==> config.mk <==
export PLATFORM = sky130hd
export DESIGN_NAME = ram_arbiter
export DESIGN_NICKNAME = d
export VERILOG_FILES = /design/src/rtl/ram_arbiter.sv
export SDC_FILE = /design/constraint.sdc
export NUM_CORES = 1
export LEC_CHECK = 0
export ABC_CLOCK_PERIOD_IN_PS = 3600
export CAP_MARGIN = 20
export CELL_PAD_IN_SITES_DETAIL_PLACEMENT = 1
export CELL_PAD_IN_SITES_GLOBAL_PLACEMENT = 2
export CORE_MARGIN = 2
export CORE_UTILIZATION = 10
export CTS_BUF_LIST = sky130_fd_sc_hd__clkbuf_8
export CTS_CLUSTER_DIAMETER = 50
export DETAILED_ROUTE_END_ITERATION = 7
export HOLD_SLACK_MARGIN = 0.05
export PLACE_DENSITY = 0.95
export SETUP_SLACK_MARGIN = 0.05
export SLEW_MARGIN = 20
export SYNTH_ARGS = -nofsm -noshare
export SYNTH_HDL_FRONTEND = slang
export SYNTH_SLANG_ARGS = --single-unit
==> constraint.sdc <==
create_clock -name clk -period 3.6 [get_ports clk]
set_input_delay 0.72 -clock clk [delete_from_list [all_inputs] [get_ports clk]]
set_output_delay 0.72 -clock clk [all_outputs]
set_load 0.03 [all_outputs]
==> src/rtl/ram_arbiter.sv <==
// ram_arbiter: shares one single-port RAM between fetch and load/store; define RAM_ARB_RR_EN for round-robin arbitration
module ram_arbiter #(
  parameter int RAM_DEPTH_WORDS = 4096,
  parameter int MAX_DATA_BURST = 4
) (
  input  logic        clk,
  input  logic        rst,
  input  logic        if_req_i,
  input  logic [31:0] if_addr_i,
  output logic        if_gnt_o,
  output logic        if_rvalid_o,
  output logic [31:0] if_rdata_o,
  output logic        if_err_o,
  input  logic        d_req_i,
  input  logic        d_we_i,
  input  logic [31:0] d_addr_i,
  input  logic [31:0] d_wdata_i,
  input  logic [2:0]  d_size_i,
  output logic        d_gnt_o,
  output logic        d_rvalid_o,
  output logic [31:0] d_rdata_o,
  output logic        d_err_o,
  output logic [31:0] ram_addr_o,
  output logic [31:0] ram_data_o,
  output logic        ram_we_o,
  output logic        ram_re_o,
  output logic [2:0]  ram_size_o,
  input  logic [31:0] ram_data_i
);
  logic d_win, if_err, d_err, size_ok, d_mis, sel_err, ok, vld, rdata_ok;
  logic resp_vld, resp_own, resp_err, resp_rd;
  assign if_err = ({2'b0, if_addr_i[31:2]} >= 32'(RAM_DEPTH_WORDS)) || (if_addr_i[1:0] != 2'b00);
  assign size_ok = (d_size_i inside {3'b000, 3'b001, 3'b010, 3'b100, 3'b101}) && !(d_we_i && d_size_i[2]);
  assign d_mis = (d_size_i[1:0] == 2'b10 && d_addr_i[1:0] != 2'b00) || (d_size_i[1:0] == 2'b01 && d_addr_i[0]);
  assign d_err = ({2'b0, d_addr_i[31:2]} >= 32'(RAM_DEPTH_WORDS)) || !size_ok || d_mis;
`ifdef RAM_ARB_RR_EN
  logic last_owner;
  assign d_win = d_req_i & (!if_req_i | !last_owner);
  // remember who was granted last (1 = data) so contention alternates
  always_ff @(posedge clk)
    if (rst) last_owner <= 1'b0;
    else if (if_gnt_o | d_gnt_o) last_owner <= d_gnt_o;
`else
  localparam int BW = $clog2(MAX_DATA_BURST + 1);
  localparam logic [BW-1:0] BMAX = BW'(MAX_DATA_BURST);
  logic [BW-1:0] burst_cnt;
  assign d_win = d_req_i & !(burst_cnt == BMAX & if_req_i);
  // count data grants that keep fetch waiting; saturating starvation limit
  always_ff @(posedge clk)
    if (rst || !if_req_i || if_gnt_o) burst_cnt <= '0;
    else if (d_gnt_o && burst_cnt != BMAX) burst_cnt <= burst_cnt + 1'b1;
`endif
  assign d_gnt_o = !rst & d_win;
  assign if_gnt_o = !rst & if_req_i & !d_win;
  assign sel_err = d_gnt_o ? d_err : if_err;
  assign ok = (if_gnt_o | d_gnt_o) & !sel_err;
  // forward the winner's command; erroneous or absent grants leave the RAM idle
  always_comb begin
    ram_re_o = ok & (if_gnt_o | !d_we_i);
    ram_we_o = ok & d_gnt_o & d_we_i;
    ram_addr_o = !ok ? 32'h0 : d_gnt_o ? d_addr_i : if_addr_i;
    ram_size_o = !ok ? 3'b000 : d_gnt_o ? d_size_i : 3'b010;
    ram_data_o = (ok & d_gnt_o & d_we_i) ? d_wdata_i : 32'h0;
  end
  // track the single outstanding access so its response returns next cycle
  always_ff @(posedge clk)
    if (rst) begin
      resp_vld <= 1'b0;
      resp_own <= 1'b0;
      resp_err <= 1'b0;
      resp_rd <= 1'b0;
    end else begin
      resp_vld <= if_gnt_o | d_gnt_o;
      resp_own <= d_gnt_o;
      resp_err <= (if_gnt_o | d_gnt_o) & sel_err;
      resp_rd <= if_gnt_o | (d_gnt_o & !d_we_i);
    end
  assign vld = resp_vld & !rst;
  assign rdata_ok = vld & resp_rd & !resp_err;
  // route the response to its owner; reset drops anything in flight
  always_comb begin
    if_rvalid_o = vld & !resp_own;
    d_rvalid_o = vld & resp_own;
    if_err_o = vld & !resp_own & resp_err;
    d_err_o = vld & resp_own & resp_err;
    if_rdata_o = (rdata_ok & !resp_own) ? ram_data_i : 32'h0;
    d_rdata_o = (rdata_ok & resp_own) ? ram_data_i : 32'h0;
  end
endmodule

# Word-level counts from Yosys, hierarchy flattened
# Index checks and enable logic that the tools add are counted.
dict set report totals {
  ff_bits 7
  n_memories 0
  latch_bits 0
  output_inout_bits 139
  mem_bits_rw 0
  mem_bits_ro 0
  wordCells 72
}
dict set report classes {
  n_reduce_logical 25
  n_addsub 1
  div_mod_pow 0
  multipliers 0
  muxes 8
  shifts 0
  n_eq_ne 8
  order_cmp 2
  bitwise_logic 23
}
# operator count
set op_table {}
lappend op_table {{$mux W32} 5}
lappend op_table {{$ge A30 B13 Y1 const B} 2}
lappend op_table {{$and A1 B1 Y1} 20}
lappend op_table {{$logic_not A1 Y1} 10}
lappend op_table {{$eq A3 B3 Y1 const B} 3}
lappend op_table {{$logic_or A1 B1 Y1} 6}
lappend op_table {{$mux W3} 2}
lappend op_table {{$logic_and A1 B1 Y1} 5}
lappend op_table {{$reduce_bool A5 Y1} 1}
lappend op_table {{$reduce_bool A2 Y1} 2}
lappend op_table {{$add A3 B1 Y3 const B} 1}
lappend op_table {{$eq A3 B1 Y1 const B} 1}
lappend op_table {{$eq A3 B2 Y1 const B} 1}
lappend op_table {{$logic_not A3 Y1} 1}
lappend op_table {{$ne A3 B3 Y1 const B} 1}
lappend op_table {{$or A1 B1 Y1} 3}
lappend op_table {{$eq A2 B1 Y1 const B} 1}
lappend op_table {{$eq A2 B2 Y1 const B} 1}
lappend op_table {{$mux W1} 1}

# Longest topological paths before layout
# Gate-level depths: netlist of run 1.
dict set report depth {
  ltp_word 12
  ltp_mapped 8
}

# Least setup slack after synthesis of run 1
# No wires, ideal clock.
dict set report synth_path {
  kind {input -> output}
  start {in rst}
  end {out if_rdata_o[10]}
  arrival_ns 2.384
  setup_slack_ns 0.496
  stages 4
  cell_sequence {nor3b_1 > and3b_1 > clkbuf_1 > and2_1}
}
dict set report synth_via {
  elab_chain_cells 6
}
# item line
set synth_lines {}
lappend synth_lines {{from (decl)} 7} ;# input logic rst,
lappend synth_lines {{$logic_not A1 Y1} 78} ;# assign vld = resp_vld & !rst;
lappend synth_lines {{$and A1 B1 Y1} 78}
lappend synth_lines {{$and A1 B1 Y1 (2 in series)} 79} ;# assign rdata_ok = vld & resp_rd & !resp_err;
lappend synth_lines {{$and A1 B1 Y1} 86} ;# if_rdata_o = (rdata_ok & !resp_own) ? ram_data_i : 32'h0;
lappend synth_lines {{$mux W32} 86}
lappend synth_lines {{to (decl)} 12} ;# output logic [31:0] if_rdata_o,
# No other way between the ends.

# Worst setup path in the final report of run 1
dict set report layout_path {
  start {in if_addr_i[14]}
  end {out ram_addr_o[1]}
}
dict set report layout_via {
  elab_chain_cells 6
}
# item line
set layout_lines {}
lappend layout_lines {{from (decl)} 9} ;# input logic [31:0] if_addr_i,
lappend layout_lines {{$ge A30 B13 Y1} 32} ;# assign if_err = ({2'b0, if_addr_i[31:2]} >= 32'(RAM_DEPTH_WORDS)) || (if_addr_i[1:0] != 2'b00);
lappend layout_lines {{$logic_or A1 B1 Y1} 32}
lappend layout_lines {{$mux W1} 55} ;# assign sel_err = d_gnt_o ? d_err : if_err;
lappend layout_lines {{$logic_not A1 Y1} 56} ;# assign ok = (if_gnt_o | d_gnt_o) & !sel_err;
lappend layout_lines {{$and A1 B1 Y1} 56}
lappend layout_lines {{$mux W32} 61} ;# ram_addr_o = !ok ? 32'h0 : d_gnt_o ? d_addr_i : if_addr_i;
lappend layout_lines {{to (decl)} 23} ;# output logic [31:0] ram_addr_o,
# No other way between the ends.

==> out/results.txt, run 1 <==
The floorplan step set the die width to 135 um. The path type of the worst min-delay path was flop to flop. The commonest cells after synthesis are sky130_fd_sc_hd__and2_1 (66), sky130_fd_sc_hd__inv_1 (42), sky130_fd_sc_hd__nor3_1 (32). In the final routed layout, each cell accounts on average for 13.3 um. Counting flops with a built-in enable in the synthesized netlist gives 0. The HPWL reported at the end of detailed placement is 8.82 mm, and the proportion of layout cells with a drive suffix above 1 is 0.285. The quantity of gates resized following cts is 0, and the clock sink count is 7.

Most crowded layer after global routing: met2. By instance count, the leading cell after synthesis is sky130_fd_sc_hd__and2_1. The first detailed-routing pass took 4 iterations. The tools report the fraction of the core area covered by cells at the end of the flow as 0.260. Tightest slew margin relative to the limit: 0.645. The tools report the count of hold buffers inserted by post-cts repair as 0. The detailed router finished its first iteration with 61 violations.

Counting distinct cell types in the post-synthesis netlist gives 41. The tools report the final hold violation count as 0. The worst path needs 3.42 ns of the cycle, external delays included. The flow ran to the end, and the final reports show no timing, DRC or antenna violations.

For the worst-skew pair, the clock arrives at the later sink with an insertion delay of 0.23 ns. The setup skew after layout was 0.00406 ns. The clock passes through at most 2 buffers. The tools report the global routing met2 resource utilization as 0.201. Number of cells on the worst hold path: 1. Detailed routing inserted a total of 2723 vias.

The number of warnings issued by yosys was 0; the worst supply voltage drop on vdd was 0.0740 mV. The via count of the first global-routing pass was 2847; the die area was 18300 um^2. After detailed routing, the number of vias per cell comes to 3.67.

The root buffer selected by CTS is sky130_fd_sc_hd__clkbuf_8. The tools report the area of all placed cells without fillers as 4350 um^2. The tool flagged a number of max-cap violations equal to 0. For the signal arrival time at the worst endpoint, the log shows 2.70 ns.

In this run, synthesis produced a sequential element count of 7. The transition time of the tightest slew-check pin came out at 0.532 ns. The first global-routing pass estimated 14.5 mm of wire.

In the synthesized netlist the dominant register cell turns out to be sky130_fd_sc_hd__dfxtp_1. The leakage power summed over all cells is 2.05 nW, and the routability congestion estimate is 0.702. The logs give 16700 um^2 for the core area and 0.136 ns for the worst setup slack before clock tree synthesis.

The count of nets left with antenna violations once routing finished came out at 0. Clock-pin slew was measured on the worst setup and hold paths at 0.04 ns. The number of placed cells counting well taps was 738; the share of synthesized registers carrying an async set or reset was 0. The met3 capacity usage during global routing was 0.0342. The post-synthesis cell area is 1720 um^2, and the area fraction of the dominant cell type after synthesis is 0.240. For the worst setup path, the data required time is 2.88 ns. Setup slack closes at 0.181 ns. Biggest fanout along the worst timing path: 15. After detailed routing, the number of remaining DRC violations is 0. The count of buffers from port buffering was 256; the cell count after synthesis was 264.

Entering global routing, the biggest net connects 33 pins. Worst reg-to-reg path cell count: 6. Critical path launch point type: an input pin. The power per cell area is 107 nW/um^2, and the maximum frequency from static timing analysis is 293 MHz. Path type of the worst setup path: input pin to primary output. For the final global-route overflow total, the log shows 0.

The final layout contains routed wiring with a total length of 9.85 mm. The final-layout setup total negative slack is 0 ns. sky130_fd_sc_hd__and2_1 takes more of the synthesized area than any other cell. Sorting the synthesized cells by area gives the leading types as sky130_fd_sc_hd__and2_1 (24%), sky130_fd_sc_hd__nor3_1 (9.3%), sky130_fd_sc_hd__inv_1 (9.2%), sky130_fd_sc_hd__mux2i_1 (8.7%), sky130_fd_sc_hd__buf_4 (8.3%). A synthesized cell averages 6.51 um^2.

At the end of the flow, the number of nets in the layout was 661. Boundary pin count: 275. TritonCTS built the clock tree. The floorplan step set the die height to 135 um. The final cycle utilization of the critical path is 0.950, and the placed standard-cell area is 4300 um^2. The tools report the depth of the CTS H-tree as 1.

The tools report the count of buffers added by post-CTS timing repair for setup as 0. The sequential-to-total area share from yosys stat was 0.0815; the number of antenna violations at the first check in global routing was 0. For the global-route met1 utilization, the log shows 0.102. Total track usage: 0.100. The number of cell rows is 47, and the growth of design area from synthesis to finish is 153%. The max-slew violation count was 0. Setup repair after global routing left no endpoint under its margin.

The number of antenna diodes is 0. The final cell count without fillers is 742, and the final count of negative-setup-slack endpoints is 0. The run gives 0.103 as the starting density of the core.

Buffers inserted during clock tree synthesis total 3. STA classifies the critical path endpoint as a primary output.
worst paths after layout:
kind | from | end | slack (ns)
worst max-delay path | if_addr_i[14] | ram_addr_o[1] | 0.18
worst min-delay path | burst_cnt[0] | burst_cnt[0] | 0.45
worst max register to register | burst_cnt[0] | resp_err | 2.03
worst min register to register | burst_cnt[0] | burst_cnt[0] | 0.45
state kept, by name (all words and copies together) (netlist names):
| register | flops |
|---|---|
| burst_cnt | 3 |
| resp_err | 1 |
| resp_own | 1 |
| resp_rd | 1 |
| resp_vld | 1 |
placed cells by master, fill, tap and decap left out, types with 6 or more instances in the layout:
master	n
sky130_fd_sc_hd__clkdlybuf4s50_1	140
sky130_fd_sc_hd__buf_4	124
sky130_fd_sc_hd__and2_1	66
sky130_fd_sc_hd__inv_1	43
sky130_fd_sc_hd__nor3_1	32
sky130_fd_sc_hd__conb_1	18
sky130_fd_sc_hd__mux2i_1	15
sky130_fd_sc_hd__nor4_1	9
sky130_fd_sc_hd__nor2_1	8
sky130_fd_sc_hd__a21oi_2	8
sky130_fd_sc_hd__dfxtp_1	7
sky130_fd_sc_hd__a21oi_1	6
sky130_fd_sc_hd__buf_12	6
cells by family (layout without fill, tap and decap cells):
family | after synthesis | after routing | synth area share
muxes | 15 | 15 | 0.0873
adders and majority gates | 2 | 2 | 0.0146
and+or+nand+nor | 140 | 140 | 0.491
DFF | 7 | 7 | 0.0815
AOI/OAI and AO/OA | 23 | 23 | 0.109
other | 1 | 18 | 0.00218
buffers and inverters | 76 | 317 | 0.215
critical path: stages:
cell,delay (ns)
sky130_fd_sc_hd__clkdlybuf4s50_1,0.40
sky130_fd_sc_hd__or4_1,0.60
sky130_fd_sc_hd__a211oi_4,0.25
sky130_fd_sc_hd__nand3_4,0.28
sky130_fd_sc_hd__a21oi_1,0.25
sky130_fd_sc_hd__buf_4,0.19
metal layers:
metal	up-vias	wire length, um	share of wire
met2	193	5060	0.51
met3	7	1240	0.13
li1	1342	-	-
met1	1181	3480	0.35
met4	0	69	0.0070
met5	-	0	0
final cells by class:
cell class / count / area (um^2)
Sequential cell: 7 / 140
Multi-Input combinational cell: 198 / 1270
Fill cell: 2074 / 12400
Timing Repair Buffer: 270 / 2450
Clock buffer: 3 / 41.3
Tap cell: 220 / 275
Inverter: 43 / 161
Clock inverter: 1 / 3.75
per-stage QoR:
stage	hold slack [ns]	power, W
after detailed placement	0.447	0.000359
after CTS	0.452	0.000471
after global placement	0.433	0.000354
after global routing	0.474	0.000492
final	0.450	0.000463
after floorplan	0.417	0.000185
power breakdown:
group	total, W	internal [W]	switching (W)
logic	0.000271	0.000161	0.000109
clock network	0.000109	0.0000738	0.0000353
registers	0.0000837	0.0000817	0.00000205
Note: power is estimated with default switching activity, not from simulation.
==> inputs of run 2 (changes only) <==
- CORE_MARGIN: 2 -> default
- GPL_TIMING_DRIVEN: default -> 1
==> out/results.txt, run 2 (synthesis gave the netlist of run 1 again) <==
The cell sitting at the root of the clock tree is a sky130_fd_sc_hd__clkbuf_8. The floorplan has 47 rows. The number of cells on the worst hold path is 1, and the overall via count from detail_route is 2714. The tools report the number of nets still failing antenna checks after routing as 0. The tools report the total wire length after detailed routing as 9.76 mm. Buffers placed on the I/O ports in this run total 256.

The tools report the final hold violation count as 0. TritonCTS built the clock tree. The category of cells accounting for the largest share of critical-path delay was simple AND/OR/NAND/NOR gates.

The total track usage was 0.105. Setup slack on the critical path of the routed design comes to 0.153 ns. Power spread over the standard cell area amounts to 108 nW/um^2. The post-layout total power is 0.000464 W.

The starting density of the core is 0.103. In the final design database the tool counted 657 nets. For the worst setup path, the data arrival time is 2.73 ns. For the routability congestion estimate, the log shows 0.731.

Leaving out fill and tap cells, the most frequent cell in the layout is sky130_fd_sc_hd__clkdlybuf4s50_1. The die extent in x is 133 um. The worst register-to-register path begins at burst_cnt[0]. The run finished with clean final reports. The count of buffers added by post-CTS timing repair for setup was 0; the count of hold buffers inserted by post-cts repair was 0. For the clock sink count, the log shows 7.

Counting buffers and inverters, the worst setup path is 6 cells deep. The final cycle utilization of the critical path was 0.957. The register with the most flip-flops in the layout has 3 of them. Across all register-to-register paths, the minimum setup slack is 2.09 ns. Worst min-delay path startpoint: burst_cnt[0]. The core area was 16700 um^2; the worst reg-to-reg path cell count was 7.

Setup violations remaining at the end of the flow were counted as 0. Setup repair after global routing could not meet its margin everywhere. The max-slew violation count came out at 0. The path with the worst hold slack has its endpoint at burst_cnt[0].

Together, buffers and inverters on the worst path number 2. The via count of the first global-routing pass is 2784, and the y dimension of the die is 133 um. The setup skew after layout was 0.00494 ns. Counting flops per register, the top entry is burst_cnt.

The number of gates resized after CTS was 0. For the worst supply voltage drop on vdd, the log shows 0.0956 mV. The wire-length estimate of the detail-placed layout is 8.66 mm. For this design, the slowest cell found on the critical path is sky130_fd_sc_hd__or4_4. Depth of the CTS H-tree: 1. Before antenna repair, the detailed router went through 4 iterations. In the routed layout, each cell is associated on average with a via count of 3.68. In this run the critical register-to-register path is captured at resp_err.

The path type of the worst min-delay path was flop to flop. At the worst endpoint, the required time is 2.88 ns. For the final routed database, the setup TNS stands at 0 ns.

The floorplan step defined a die boundary enclosing 17700 um^2. In the final routed layout, each cell accounts on average for 13.2 um. Fraction of the core area covered by cells at the end of the flow: 0.257. The TritonCTS buffer count came out at 3.

For the maximum count of clock buffers along a single path, the log shows 2. In the routed design, unresolved DRC markers number 0. Worst setup slack before clock tree synthesis: 0.126 ns. The critical path goes through clkdlybuf4s50_1 > or4_4 > a211oi_4 > nand3_4 > a21oi_1 > buf_12. The minimum period implied by the final worst setup slack is 3.45 ns. The analysis attributes to cell leakage a power of 2.02 nW. Critical path launch point type: an input pin.

Clock latency on the worst-skew pair, taken at its later pin, is 0.23 ns. The growth of design area from synthesis to finish is 150%, and the max-capacitance violation count is 0. After clock tree synthesis, the clock-pin slew on the worst setup and hold paths is 0.04 ns. The count of fill cells added during filler insertion was 2043; the proportion of layout cells with a drive suffix above 1 was 0.278. In this design, the stage delay of the slowest critical-path cell is 0.56 ns. The kind of capture point of the worst setup path is a primary output. The library cells used most frequently in the layout, excluding fill and tap cells, are sky130_fd_sc_hd__clkdlybuf4s50_1 (141), sky130_fd_sc_hd__buf_4 (121), sky130_fd_sc_hd__and2_1 (66). Entering global routing, the biggest net connects 36 pins.

The number of antenna diodes came out at 0. The count of routing violations after the opening detailed-route iteration is 26. The biggest fanout along the worst timing path came out at 15.

The number of antenna violations at the first check in global routing came out at 0. The path type of the worst setup path was input pin to primary output. The final global-route overflow total was 0; the boundary pin count was 275.

The run gives 290 MHz as the maximum frequency from static timing analysis. For the wire length of the first global-routing pass, the log shows 14.6 mm.
[run 2: changes by cell type in the layout (fill, tap and decap cells not counted)]
cell                              delta
sky130_fd_sc_hd__buf_4               -3
sky130_fd_sc_hd__buf_12              -2
sky130_fd_sc_hd__clkdlybuf4s50_1     +1
sky130_fd_sc_hd__inv_2               -1
sky130_fd_sc_hd__inv_4               +1
[run 2: final cells by class]
class                      count  area, um^2  area share
clock buffer                   3        41.3     0.00961
sequential                     7         140      0.0326
tap                          220         275      0.0640
multi-input combinational    198        1270       0.296
clock inverter                 1        3.75    0.000873
timing repair buffer         266        2400       0.558
inverter                      43         164      0.0381
[run 2: metrics by stage]
stage	cell area [um^2]	hold slack, ns	instances
2_1_floorplan	1780	0.417	281
3_3_place_gp	4250	0.434	734
3_5_place_dp	4250	0.441	734
4_1_cts	4300	0.451	738
5_1_grt	4300	0.489	738
6_report	4300	0.442	738
[run 2: routing by layer]
metal	track usage	wire length (um)	vias to the layer above
li1	-	-	1328
met1	0.0987	3330	1192
met2	0.214	5180	188
met3	0.0392	1120	6
met4	0.0145	129	0
met5	0	0	-
[run 2: worst max path at each step]
stage,from,end
6_report,if_addr_i[16],ram_addr_o[1]
3_5_place_dp,d_addr_i[29],ram_addr_o[2]
2_1_floorplan,rst,if_rdata_o[10]
4_1_cts,rst,ram_addr_o[2]
5_1_grt,if_addr_i[14],ram_addr_o[1]
3_3_place_gp,d_addr_i[29],ram_addr_o[0]
[run 2: power by group]
group | internal [W] | switching [W] | leakage [nW]
clock network | 0.0000739 | 0.0000364 | 0.0269
logic | 0.000162 | 0.000108 | 1.94
registers | 0.0000816 | 0.00000207 | 0.0578
[run 2: worst reg2reg max path, cell delays in order, from the launching register on]
cell	delay [ns]
sky130_fd_sc_hd__dfxtp_1	0.32
sky130_fd_sc_hd__inv_1	0.06
sky130_fd_sc_hd__ha_1	0.18
sky130_fd_sc_hd__nand3_1	0.16
sky130_fd_sc_hd__nand2_1	0.18
sky130_fd_sc_hd__buf_4	0.16
sky130_fd_sc_hd__a21oi_1	0.05
sky130_fd_sc_hd__or2_2	0.31
